===== src/rtl/ntt_mem_pkg.sv =====
// Shared definitions for the NTT engine memory arbiter: FSM state encoding and
// default address/data widths used by the engines' DMA ports.
package ntt_mem_pkg;

  localparam int NTT_ADDR_W = 48;
  localparam int NTT_DATA_W = 64;

  typedef enum logic [1:0] {
    S_IDLE  = 2'd0,
    S_ISSUE = 2'd1,
    S_WAIT  = 2'd2,
    S_RESP  = 2'd3
  } state_t;

endpackage


===== src/rtl/ntt_rr_picker.sv =====
// Combinational round-robin picker: returns the first requesting index found
// when searching from i_ptr upwards, wrapping modulo NUM_CORES.
module ntt_rr_picker #(
  parameter int NUM_CORES = 4,
  parameter int IDX_W     = 2
) (
  input  logic [NUM_CORES-1:0] i_req,
  input  logic [IDX_W-1:0]     i_ptr,
  output logic [IDX_W-1:0]     o_idx,
  output logic                 o_any
);

  logic [IDX_W:0] w_cand;

  // Walk offsets from farthest to nearest so the nearest requester wins last.
  always_comb begin
    o_idx  = '0;
    o_any  = 1'b0;
    w_cand = '0;
    for (int k = NUM_CORES - 1; k >= 0; k--) begin
      w_cand = {1'b0, i_ptr} + (IDX_W+1)'(k);
      if (w_cand >= (IDX_W+1)'(NUM_CORES)) begin
        w_cand = w_cand - (IDX_W+1)'(NUM_CORES);
      end
      if (i_req[w_cand[IDX_W-1:0]]) begin
        o_idx = w_cand[IDX_W-1:0];
        o_any = 1'b1;
      end
    end
  end

endmodule


===== src/rtl/ntt_mem_arbiter.sv =====
// Round-robin arbiter serialising single-beat NTT engine requests onto one
// memory port. Define NTT_MEM_ARB_PERF_EN to add grant/stall counters.
module ntt_mem_arbiter
  import ntt_mem_pkg::*;
#(
  parameter int NUM_CORES = 4,
  parameter int IDX_W     = (NUM_CORES > 1) ? $clog2(NUM_CORES) : 1,
  parameter int ADDR_W    = NTT_ADDR_W,
  parameter int DATA_W    = NTT_DATA_W
) (
  input  logic                        clk,
  input  logic                        rst_n,
  input  logic [NUM_CORES-1:0]        core_req,
  input  logic [NUM_CORES-1:0]        core_we,
  input  logic [NUM_CORES*ADDR_W-1:0] core_addr,
  input  logic [NUM_CORES*DATA_W-1:0] core_wdata,
  output logic [NUM_CORES-1:0]        core_gnt,
  output logic [NUM_CORES-1:0]        core_valid,
  output logic [DATA_W-1:0]           core_rdata,
  output logic                        mem_req,
  output logic                        mem_we,
  output logic [ADDR_W-1:0]           mem_addr,
  output logic [DATA_W-1:0]           mem_wdata,
  input  logic                        mem_ready,
  input  logic                        mem_rvalid,
  input  logic [DATA_W-1:0]           mem_rdata,
  output logic                        busy
`ifdef NTT_MEM_ARB_PERF_EN
  ,
  output logic [NUM_CORES*32-1:0]     perf_grant_cnt,
  output logic [31:0]                 perf_stall_cnt
`endif
);

  state_t           r_state;
  state_t           w_next;
  logic [IDX_W-1:0] r_idx;
  logic [IDX_W-1:0] r_rrPtr;
  logic [IDX_W-1:0] w_winIdx;
  logic             w_anyReq;
  logic [ADDR_W-1:0] w_addr  [NUM_CORES];
  logic [DATA_W-1:0] w_wdata [NUM_CORES];

  for (genvar g = 0; g < NUM_CORES; g++) begin : g_unpack
    assign w_addr[g]  = core_addr[g*ADDR_W +: ADDR_W];
    assign w_wdata[g] = core_wdata[g*DATA_W +: DATA_W];
  end

  ntt_rr_picker #(
    .NUM_CORES (NUM_CORES),
    .IDX_W     (IDX_W)
  ) u_picker (
    .i_req (core_req),
    .i_ptr (r_rrPtr),
    .o_idx (w_winIdx),
    .o_any (w_anyReq)
  );

  always_ff @(posedge clk or negedge rst_n) begin
    if (!rst_n) begin
      r_state <= S_IDLE;
    end else begin
      r_state <= w_next;
    end
  end

  // mem_we doubles as the latched direction of the transaction in flight.
  always_comb begin
    w_next = r_state;
    case (r_state)
      S_IDLE:  if (w_anyReq) w_next = S_ISSUE;
      S_ISSUE: if (mem_ready) w_next = mem_we ? S_IDLE : S_WAIT;
      S_WAIT:  if (mem_rvalid) w_next = S_RESP;
      S_RESP:  w_next = S_IDLE;
      default: w_next = S_IDLE;
    endcase
  end

  always_ff @(posedge clk or negedge rst_n) begin
    if (!rst_n) begin
      r_idx      <= '0;
      r_rrPtr    <= '0;
      core_gnt   <= '0;
      core_valid <= '0;
      core_rdata <= '0;
      mem_req    <= 1'b0;
      mem_we     <= 1'b0;
      mem_addr   <= '0;
      mem_wdata  <= '0;
      busy       <= 1'b0;
    end else begin
      core_gnt   <= '0;
      core_valid <= '0;
      busy       <= (w_next != S_IDLE);
      case (r_state)
        S_IDLE: begin
          if (w_anyReq) begin
            r_idx     <= w_winIdx;
            core_gnt  <= NUM_CORES'(1) << w_winIdx;
            mem_req   <= 1'b1;
            mem_we    <= core_we[w_winIdx];
            mem_addr  <= w_addr[w_winIdx];
            mem_wdata <= w_wdata[w_winIdx];
          end
        end
        S_ISSUE: begin
          if (mem_ready) begin
            mem_req <= 1'b0;
            r_rrPtr <= (r_idx == IDX_W'(NUM_CORES - 1)) ? '0 : r_idx + 1'b1;
          end
        end
        S_WAIT: begin
          if (mem_rvalid) begin
            core_rdata <= mem_rdata;
            core_valid <= NUM_CORES'(1) << r_idx;
          end
        end
        default: ;
      endcase
    end
  end

`ifdef NTT_MEM_ARB_PERF_EN
  always_ff @(posedge clk or negedge rst_n) begin
    if (!rst_n) begin
      perf_grant_cnt <= '0;
      perf_stall_cnt <= '0;
    end else begin
      for (int i = 0; i < NUM_CORES; i++) begin
        if (core_gnt[i]) begin
          perf_grant_cnt[i*32 +: 32] <= perf_grant_cnt[i*32 +: 32] + 32'd1;
        end
      end
      if (r_state == S_ISSUE && !mem_ready) begin
        perf_stall_cnt <= perf_stall_cnt + 32'd1;
      end
    end
  end
`endif

endmodule

===== config.mk =====
export PLATFORM = sky130hd
export DESIGN_NAME = ntt_mem_arbiter
export DESIGN_NICKNAME = d
export VERILOG_FILES = /design/src/rtl/ntt_mem_pkg.sv /design/src/rtl/ntt_rr_picker.sv /design/src/rtl/ntt_mem_arbiter.sv
export SDC_FILE = /design/constraint.sdc
export NUM_CORES = 1
export LEC_CHECK = 0
export ABC_AREA = 1
export BUFFER_PORTS_ARGS = -buffer_cell sky130_fd_sc_hd__buf_2
export CORE_AREA = 4 4 275 277
export CTS_CLUSTER_DIAMETER = 150
export DETAILED_ROUTE_END_ITERATION = 10
export DIE_AREA = 0 0 279 281
export SETUP_SLACK_MARGIN = 0.05
export SYNTH_ARGS = -nofsm -noshare
export SYNTH_HDL_FRONTEND = slang
export SYNTH_SLANG_ARGS = --single-unit

===== constraint.sdc =====
create_clock -name clk -period 6.4 [get_ports clk]
set_clock_uncertainty 0.2 [all_clocks]
set_input_delay 0.32 -clock clk [delete_from_list [all_inputs] [get_ports clk]]
set_output_delay 0.32 -clock clk [all_outputs]
set_load 0.03 [all_outputs]

==> impl_metrics.csv, run 1 <==
group,metric,value,unit
synth,synth_async_sr_flop_share,100.0,%
clock_tree,cts_root_buffer,"clkbuf_16",
sta,tns,0,ps
grt,grtUsageTotal,14.48,%
pwr,switching_power,6.422,mW
synth,synth.largest_area_cell,"dfrtp_1",
clock_tree,cts_buffers,17,
pwr,p_int,5.269,mW
pwr,irDropWorstVdd,0.4049,mV
critical_path,crit_path_start_kind,"flip-flop",
route,wl_per_cell,15.23,microns
synth,syn_area,13320,sq um
synth,synth_cell_types,19,
die,core_area,72830,sq um
critical_path,critPathKind,"reg -> reg",
critical_path,critPathMaxFanout,100,
clock_tree,cts.repair_timing.setup_buffer_count,0,
grt,grt_max_degree,125,
place,place_congestion,0.9095,
grt,grt_pass1_wl,88750,microns
clock_tree,cts_tree,"done",
grt,antenna_found_initial,10,
route,detail_route.iter0.violations,754,
sta,hold_ws,46.78,ps
place,place_hpwl,42720,microns
die,ios,711,
synth,synth_area_leaders,"dfrtp_1 36%, nand2_1 20%, nand3_1 17%",
hold_path,worstHoldPathType,"in -> reg",
die,start_util,18.29,%
synth,synth.most_common_cell,"nand2_1",
route,drtPass1Iterations,5,
synth,synthCells,2061,
route,antenna_left,0,
final_layout,drive_above_1_share,28.65,%
clock_tree,h-tree-depth,4,
sta,finalSetupViolations,0,
sta,relSlewSlack,32.59,%
status,status,"complete, no violations",
clock_tree,ctsResizeCount,0,
synth,ys_ff_latch,193,
clock_tree,cts_hold_buf,215,
pwr,seqPwrFrac,18.5,%
synth,synth_ff_type,"dfrtp_1",
die,die_area,78400,sq um
critical_path,cp-end-kind,"flip-flop",
route,drc_errors,0,
synth,synth_top_area_share,36.26,%
route,vias,15748,
synth,avgSynthCellArea,6.463,sq um
flow_run,cap_violations,0,
pwr,power.density,577.4,nW/um^2
pwr,clockPowerShare,10.1,%
clock_tree,cts.sinks,193,
sta,finalHoldViolations,0,
pwr,p_sw_share,54.93,%
clock_tree,clockBufferDepth,2,
sta,fmax,206.9,MHz
sta,fin_crit_sh,75.51,%
die,rows,99,
synth,synth_common_cells,"714 x nand2_1, 466 x inv_1, 459 x nand3_1",
synth,synth_edf_count,0,
synth,synth_fp_nets,2589,
critical_path,worstPathRequired,6570,ps
route,viasPerCell,4.072,
pwr,comb_power_share,71.4,%
sta,drv_slew,0,
place,numPortBuffers,710,
grt,grt_remaining_overflow,0,
final_layout,nNetsFinal,3416,
sta,min_period,4833,ps
clock_tree,worstSkewPairLatency,490,ps
die,die_h,281,microns
clock_tree,clkSlewWorstSetupHoldPaths,100,ps
die,die_w,279,microns
final_layout,n_fill_cell,8071,
sta,rsz0062_at_grt,"false",
synth,yosysWarnings,0,
synth,ys_seq_area_share,36.26,%
route,routed_wl,58900,microns
grt,grt_pass1_vias,15636,
critical_path,crit_arrival,5010,ps
pwr,p_leak,12.35,nW
final_layout,syn_to_final_growth,52.02,%
sta,worst_pin_slew,1011,ps
## worst paths after layout
path,startpoint,to,slack [ps],depth (start not counted)
min in group asynchronous,rst_n,mem_wdata[35]$_DFFE_PN0P_,180,2
hold reg to reg,mem_addr[46]$_DFFE_PN0P_,mem_addr[46]$_DFFE_PN0P_,280,2
max in group asynchronous,rst_n,mem_addr[45]$_DFFE_PN0P_,4540,3
setup / recovery,r_rrPtr[0]$_DFFE_PN0P_,mem_wdata[5]$_DFFE_PN0P_,1570,13
setup reg to reg,r_rrPtr[0]$_DFFE_PN0P_,mem_wdata[5]$_DFFE_PN0P_,1570,13
hold / removal,core_wdata[70],mem_wdata[6]$_DFFE_PN0P_,50,7
## worst max-delay path, stage by stage, from the launching register on
cell	delay [ps]
dfrtp_1	550
o21ai_0	400
nor2_1	120
nor2_1	180
nand3_4	570
nand2_4	670
buf_12	350
nand2_1	100
nand3_1	90
dlygate4sd3_1	550
nand2_1	50
dlygate4sd3_1	560
nand2_1	60
nand2_1	50
## power groups by stage
stage                     Sequential, mW  Clock [mW]  Combinational, mW
after floorplan                     3.24           0               4.62
after global placement              2.16           0               7.62
after detailed placement            2.17           0               7.65
after CTS                           2.16        1.25               8.44
after global routing                2.24        1.29               9.30
final                               2.17        1.18               8.34
## stage by stage
| stage | cells | setup slack (ps) | utilization, % | area [sq um] | total power [mW] |
|---|---|---|---|---|---|
| 6_report | 3867 | 1567 | 27.80 | 20250 | 11.69 |
| 5_1_grt | 3867 | 1123 | 27.80 | 20250 | 12.82 |
| 4_1_cts | 3860 | 1517 | 27.78 | 20230 | 11.85 |
| 3_5_place_dp | 3613 | 2479 | 23.97 | 17460 | 9.817 |
| 3_3_place_gp | 3613 | 2476 | 23.97 | 17460 | 9.778 |
| 2_1_floorplan | 2061 | 4351 | - | 13320 | 7.856 |
## cell usage in the layout, fill, tap and decap left out
cell type / count
buf_2: 709
inv_8: 3
ha_1: 4
nand2_2: 2
clkinv_2: 1
diode_2: 7
or2_2: 1
xnor2_1: 1
inv_16: 1
mux2_2: 64
inv_4: 1
dlygate4sd3_1: 215
buf_4: 10
nand2_4: 5
buf_12: 5
inv_12: 2
nor3_1: 2
clkbuf_16: 17
clkinv_8: 5
nand3_1: 458
o21ai_0: 9
o211ai_1: 1
clkbuf_8: 1
dfrtp_1: 193
nand2_1: 709
inv_6: 2
nor2_1: 12
nand3_4: 1
clkinv_4: 1
inv_1: 466
## per-layer routing
layer  up-vias  global-route usage, %  wire length (microns)
met1      7214                  16.78                  23570
met5         -                      0                      0
li1       7823                      -                      -
met3        95                  3.182                   3744
met2       616                  25.60                  29310
met4         0                  6.538                   2277
## state kept, by name, indices dropped and copies added, names as in the netlist, 2 cells and up
signal	flops
r_idx	2
r_state	2
mem_wdata	64
core_valid	4
r_rrPtr	2
core_rdata	64
core_gnt	4
mem_addr	48
## cells by family (layout without fill, tap and decap cells)
family	Yosys count	count (layout)	synth area share, %
and+or+nand+nor	1190	1190	37.92
buffers and inverters	599	1439	19.58
DFF	193	193	36.26
muxes	64	64	5.410
AOI/OAI and AO/OA	10	10	0.3945
adders and majority gates	4	4	0.3757
xor gates and xnor gates	1	1	0.06576
other	0	7	0
## final cells by class
type                       count  area (sq um)  area share [%]
multi-input combinational   1269          5933           29.30
timing repair buffer         940          5889           29.08
sequential                   193          4830           23.85
inverter                     467          1755           8.669
tap                          959          1200           5.926
clock buffer                  17         425.4           2.101
clock inverter                15         198.9          0.9825
antenna                        7         17.52         0.08651
Power figures use the tool's default switching activity.
==> inputs of run 2 (changes only) <==
Settings changed: ABC_AREA 1 to 0.
Clock period 6.4 ns to 4.6 ns, I/O delays scaled along.
==> impl_metrics.csv, run 2 <==
group,metric,value,unit
route,antenna_left,0,
sta,fmax,253.4,MHz
critical_path,cp_cell_sequence,"mux2i_1, a2bb2oi_4, nand2_8, buf_4, mux2i_1, dlygate4sd3_1, o211ai_1, dlygate4sd3_1",
pwr,power.density,621.5,nW/um^2
critical_path,slowest_stage,"dlygate4sd3_1",
critical_path,crit_path_start_kind,"flip-flop",
die,die_area,78400,sq um
flow_run,cap_violations,0,
sta,min_period,3946,ps
route,detail_route.iter0.violations,650,
clock_tree,clkSlewWorstSetupHoldPaths,90,ps
clock_tree,cts.repair_timing.setup_buffer_count,0,
synth,synth_common_cells,"193 x dfrtp_1, 117 x nand2_1, 116 x o21ai_0",
die,die_h,281,microns
grt,grt_max_degree,114,
route,drtPass1Iterations,5,
grt,grtUsageTotal,13.77,%
critical_path,cp-end-kind,"flip-flop",
clock_tree,h-tree-depth,4,
pwr,p_leak,9.720,nW
clock_tree,cts.sinks,193,
route,viasPerCell,4.264,
sta,fin_crit_sh,85.77,%
sta,rsz0062_at_grt,"false",
sta,hold_ws,115.2,ps
critical_path,crit_arrival,4110,ps
hold_path,worstHoldPathType,"in -> async",
clock_tree,cts_root_buffer,"clkbuf_16",
synth,synth_cell_types,34,
grt,grt_remaining_overflow,0,
final_layout,fin_cells,3125,
critical_path,critPathMaxStageDelay,570,ps
synth,syn_area,10770,sq um
grt,grt_pass1_wl,83350,microns
synth,yosysWarnings,0,
synth,synth_area_leaders,"dfrtp_1 45%, mux2i_1 11%, a21o_1 7.9%",
synth,avgSynthCellArea,9.790,sq um
grt,grt_pass1_vias,14541,
clock_tree,cts_buffers,17,
place,numPortBuffers,710,
place,place_hpwl,38800,microns
final_layout,final_common_cell,"buf_2",
sta,worst_pin_slew,1082,ps
synth,synth_top_area_share,44.85,%
sta,drv_slew,0,
final_layout,regArea,4830,sq um
synth,synth.most_common_cell,"dfrtp_1",
place,place_inst,2681,
final_layout,n_fill_cell,7638,
synth,ys_ff_latch,193,
synth,synthCells,1100,
die,die_w,279,microns
route,wl_per_cell,18.10,microns
critical_path,critPathMaxFanout,80,
critical_path,worstPathRequired,4760,ps
synth,synth_fp_nets,1628,
route,drc_errors,0,
status,status,"complete, no violations",
grt,antenna_found_initial,6,
die,start_util,14.79,%
clock_tree,cts_hold_buf,407,
synth,synth_async_sr_flop_share,100.0,%
final_layout,nNetsFinal,2676,
clock_tree,ctsResizeCount,0,
die,rows,99,
sta,finalHoldViolations,0,
die,core_area,72830,sq um
sta,finalSetupViolations,0,
synth,ys_seq_area_share,44.85,%
synth,synth.largest_area_cell,"dfrtp_1",
final_layout,multi_input_area,5509,sq um
sta,relSlewSlack,27.87,%
sta,tns,0,ps
route,vias,13326,
final_layout,layout_common_cells,"709 x buf_2, 407 x dlygate4sd3_1, 193 x dfrtp_1, 117 x nand2_1, 116 x o21ai_0",
critical_path,reg2reg_depth,8,
final_layout,syn_to_final_growth,86.36,%
pwr,irDropWorstVdd,0.4347,mV
critical_path,critPathKind,"reg -> reg",
place,place_congestion,0.8765,
synth,synth_edf_count,0,
clock_tree,worstSkewPairLatency,470,ps
die,ios,711,
route,routed_wl,56570,microns
clock_tree,cts_tree,"done",
final_layout,drive_above_1_share,38.64,%
clock_tree,clockBufferDepth,2,
final_layout,largestRegisters,"core_rdata x64, mem_wdata x64, mem_addr x48",
synth,synth_ff_type,"dfrtp_1",
## run 2: final timing paths
check | startpoint | endpoint | slack [ps]
max | r_rrPtr[1]$_DFFE_PN0P_ | mem_addr[35]$_DFFE_PN0P_ | 650
min | rst_n | core_rdata[25]$_DFFE_PN0P_ | 120
max reg2reg | r_rrPtr[1]$_DFFE_PN0P_ | mem_addr[35]$_DFFE_PN0P_ | 650
min reg2reg | core_rdata[9]$_DFFE_PN0P_ | core_rdata[9]$_DFFE_PN0P_ | 300
max in group asynchronous | rst_n | mem_addr[6]$_DFFE_PN0P_ | 2930
min in group clk | core_req[0] | mem_req$_DFFE_PN0P_ | 130
## run 2: routing by layer
| layer | GRT usage [%] | part of all wire (%) |
|---|---|---|
| met2 | 23.47 | 49 |
| met4 | 8.526 | 5.4 |
| met3 | 3.406 | 7.4 |
| met1 | 15.51 | 39 |
| met5 | 0 | 0.023 |
## run 2: area by class of cell
cell class | count | share of cell area [%]
timing repair buffer | 1135 | 38.97
inverter | 8 | 0.1496
antenna | 5 | 0.06234
tap | 959 | 5.979
clock inverter | 15 | 1.203
clock buffer | 17 | 2.120
multi-input combinational | 793 | 27.45
sequential | 193 | 24.06
## run 2: cell families (layout without fill, tap and decap cells)
logic type / after synthesis / after routing / share of synthesized area [%]
muxes: 179 / 179 / 17.39
and+or+nand+nor: 255 / 255 / 10.53
DFF: 193 / 193 / 44.85
other: 0 / 5 / 0
adders and majority gates: 4 / 4 / 0.4648
AOI/OAI and AO/OA: 355 / 355 / 22.06
buffers and inverters: 114 / 1175 / 4.706
## run 2: per-stage QoR
stage	util [%]	worst slack, ps	area [sq um]	power (mW)
2_1_floorplan	-	2628	10770	7.039
3_3_place_gp	21.03	1814	15320	9.099
3_5_place_dp	21.03	1713	15320	9.169
4_1_cts	27.54	650.8	20060	12.45
5_1_grt	27.55	475.9	20070	13.23
6_report	27.55	654.4	20070	12.47
## run 2: where the power goes
group	total (mW)	leakage, nW	switching [mW]	internal, mW
logic	7.74	7.02	4.43	3.31
registers	3.01	2.38	0.494	2.52
clock network	1.72	0.322	0.935	0.788
total	12.5	9.72	5.86	6.62
## run 2: worst max-delay path, delay by kind of cell, from the launching register on
family	cells	cell delay (ps)
buf+inv	3	1520
mux	2	680
simple gates	1	560
flops	1	440
compound gates	2	240
==> inputs of run 3 (changes only) <==
Settings changed: ABC_AREA 0 to 1, CORE_AREA 4 4 275 277 to 4 4 279 281, DIE_AREA 0 0 279 281 to 0 0 283 285.
==> impl_metrics.csv, run 3 (synthesis gave the netlist of run 1 again) <==
group,metric,value,unit
status,status,"complete, no violations",
final_layout,syn_to_final_growth,67.03,%
pwr,p_int,9.501,mW
critical_path,cp-end-kind,"flip-flop",
sta,rsz0062_at_grt,"false",
pwr,p_leak,13.07,nW
critical_path,cp_cell_sequence,"o21ai_0, nor2_1, nor2_1, nand3_4, buf_4, buf_4, nand3_1, nand3_1, dlygate4sd3_1, nand2_1, dlygate4sd3_1, nand2_1, nand2_1",
place,place_hpwl,41770,microns
route,wl_per_cell,14.69,microns
grt,antenna_found_initial,9,
sta,relSlewSlack,36.61,%
critical_path,crit_family,"buffers and inverters",
route,drtPass1Iterations,5,
final_layout,layout_common_cells,"709 x nand2_1, 709 x buf_2, 466 x inv_1, 458 x nand3_1, 397 x dlygate4sd3_1",
pwr,p_sw_share,50.08,%
route,antenna_left,0,
route,drc_errors,0,
sta,worst_pin_slew,950.8,ps
route,viasPerCell,4.108,
pwr,fin_total_pwr,19.03,mW
route,routed_wl,59880,microns
critical_path,critPathKind,"reg -> reg",
route,vias,16749,
grt,grt_pass1_vias,16611,
sta,min_period,4201,ps
final_layout,design_area,22250,sq um
hold_path,min_path_cells,7,
grt,grtUsageTotal,14.33,%
die,start_util,17.66,%
critical_path,worst-path-buf-inv,4,
sta,finalSetupViolations,0,
route,detail_route.iter0.violations,815,
clock_tree,worstSkewPairLatency,490,ps
grt,grt_remaining_overflow,0,
critical_path,crit_path_start_kind,"flip-flop",
place,place_congestion,0.9076,
sta,fmax,238.0,MHz
grt,grt_max_degree,96,
pwr,irDropWorstVdd,0.4854,mV
clock_tree,clkSlewWorstSetupHoldPaths,90,ps
final_layout,drive_above_1_share,27.21,%
clock_tree,cts_tree,"done",
critical_path,cp.depth,13,
final_layout,nNetsFinal,3609,
pwr,seqPwrFrac,15.8,%
critical_path,critPathMaxFanout,59,
grt,grt_pass1_wl,91580,microns
clock_tree,h-tree-depth,4,
sta,tns,0,ps
hold_path,worstHoldPathType,"in -> reg",
critical_path,crit_top_cell,"nand2_1",
sta,drv_slew,0,
sta,hold_ws,83.53,ps
die,ios,711,
die,rows,101,
sta,fin_crit_sh,91.34,%
final_layout,n_fill_cell,8098,
flow_run,cap_violations,0,
pwr,comb_power_share,75.5,%
place,numPortBuffers,710,
pwr,clockPowerShare,8.8,%
clock_tree,cts.repair_timing.setup_buffer_count,0,
critical_path,worstPathRequired,4780,ps
die,die_w,283,microns
place,dpl_cell_area,17620,sq um
critical_path,reg2reg_depth,13,
pwr,switching_power,9.531,mW
clock_tree,cts_buffers,17,
clock_tree,clockBufferDepth,2,
die,die_h,285,microns
pwr,power.density,855.4,nW/um^2
die,core_area,75440,sq um
clock_tree,cts_root_buffer,"clkbuf_16",
final_layout,largestRegisters,"core_rdata x64, mem_wdata x64, mem_addr x48",
clock_tree,cts.sinks,193,
critical_path,critPathMaxStageDelay,630,ps
die,die_area,80660,sq um
critical_path,crit_arrival,4390,ps
sta,finalHoldViolations,0,
critical_path,slowest_stage,"dfrtp_1",
run 3: changes by cell type in the layout (fill, tap and decap cells not counted), moves of 112 or more:
cell,delta
a21o_1,-113
inv_1,+458
mux2i_1,-114
nand2_1,+592
nand3_1,+344
o211ai_1,-112
run 3: worst register-to-register path, stage by stage, from the launching register on:
cell           delay [ps]
dfrtp_1               630
o21ai_0               280
nor2_1                210
nor2_1                 90
nand3_4               140
buf_4                 370
buf_4                 600
nand3_1               170
nand3_1               110
dlygate4sd3_1         570
nand2_1                60
dlygate4sd3_1         570
nand2_1                60
nand2_1                50
run 3: area by class of cell:
cell class                      instances  area, sq um  area share (%)
Clock inverter                         15        209.0          0.9392
Multi-Input combinational cell       1269         5933           26.67
Inverter                              467         1755           7.890
Antenna cell                            5        12.51         0.05624
Tap cell                              978         1224           5.500
Sequential cell                       193         4830           21.71
Clock buffer                           17        425.4           1.912
Timing Repair Buffer                 1133         7860           35.33
run 3: worst paths after layout:
path,startpoint,endpoint,slack [ps]
min in group asynchronous,rst_n,mem_wdata[35]$_DFFE_PN0P_,120
worst min-delay path,core_wdata[62],mem_wdata[62]$_DFFE_PN0P_,80
worst max register to register,r_rrPtr[0]$_DFFE_PN0P_,mem_wdata[4]$_DFFE_PN0P_,400
worst max-delay path,r_rrPtr[0]$_DFFE_PN0P_,mem_wdata[4]$_DFFE_PN0P_,400
max in group asynchronous,rst_n,mem_addr[37]$_DFFE_PN0P_,3060
worst min register to register,mem_wdata[21]$_DFFE_PN0P_,mem_wdata[21]$_DFFE_PN0P_,280
run 3: per-layer routing:
metal | vias to the layer above | global-route usage (%) | routed length, microns
li1 | 8202 | - | -
met1 | 7697 | 16.39 | 23370
met2 | 712 | 24.83 | 29710
met3 | 136 | 3.381 | 3952
met4 | 2 | 7.626 | 2837
met5 | - | 0 | 12
run 3: repair_timing:
action                                 in CTS  in global routing
endpoints found under the hold margin     244                  0
hold buffers                              397                  0
resized for setup                           0                  1
setup endpoints to repair                   0                  2
run 3: per-stage QoR:
| stage | setup WS, ps | utilization, % | std cells |
|---|---|---|---|
| after detailed placement | 1499 | 23.36 | 3643 |
| final | 398.5 | 29.49 | 4077 |
| after global routing | 78.55 | 29.48 | 4075 |
| after global placement | 1523 | 23.36 | 3643 |
| after CTS | 394.1 | 29.47 | 4072 |
| after floorplan | 2551 | - | 2061 |
run 3: power by group through the flow:
stage,Combinational [mW],Clock [mW],Sequential (mW)
3_5_place_dp,10.9,0,3.01
2_1_floorplan,6.42,0,4.51
4_1_cts,14.3,1.77,2.99
6_report,14.4,1.67,3.00
5_1_grt,15.7,1.82,3.10
3_3_place_gp,10.9,0,2.99
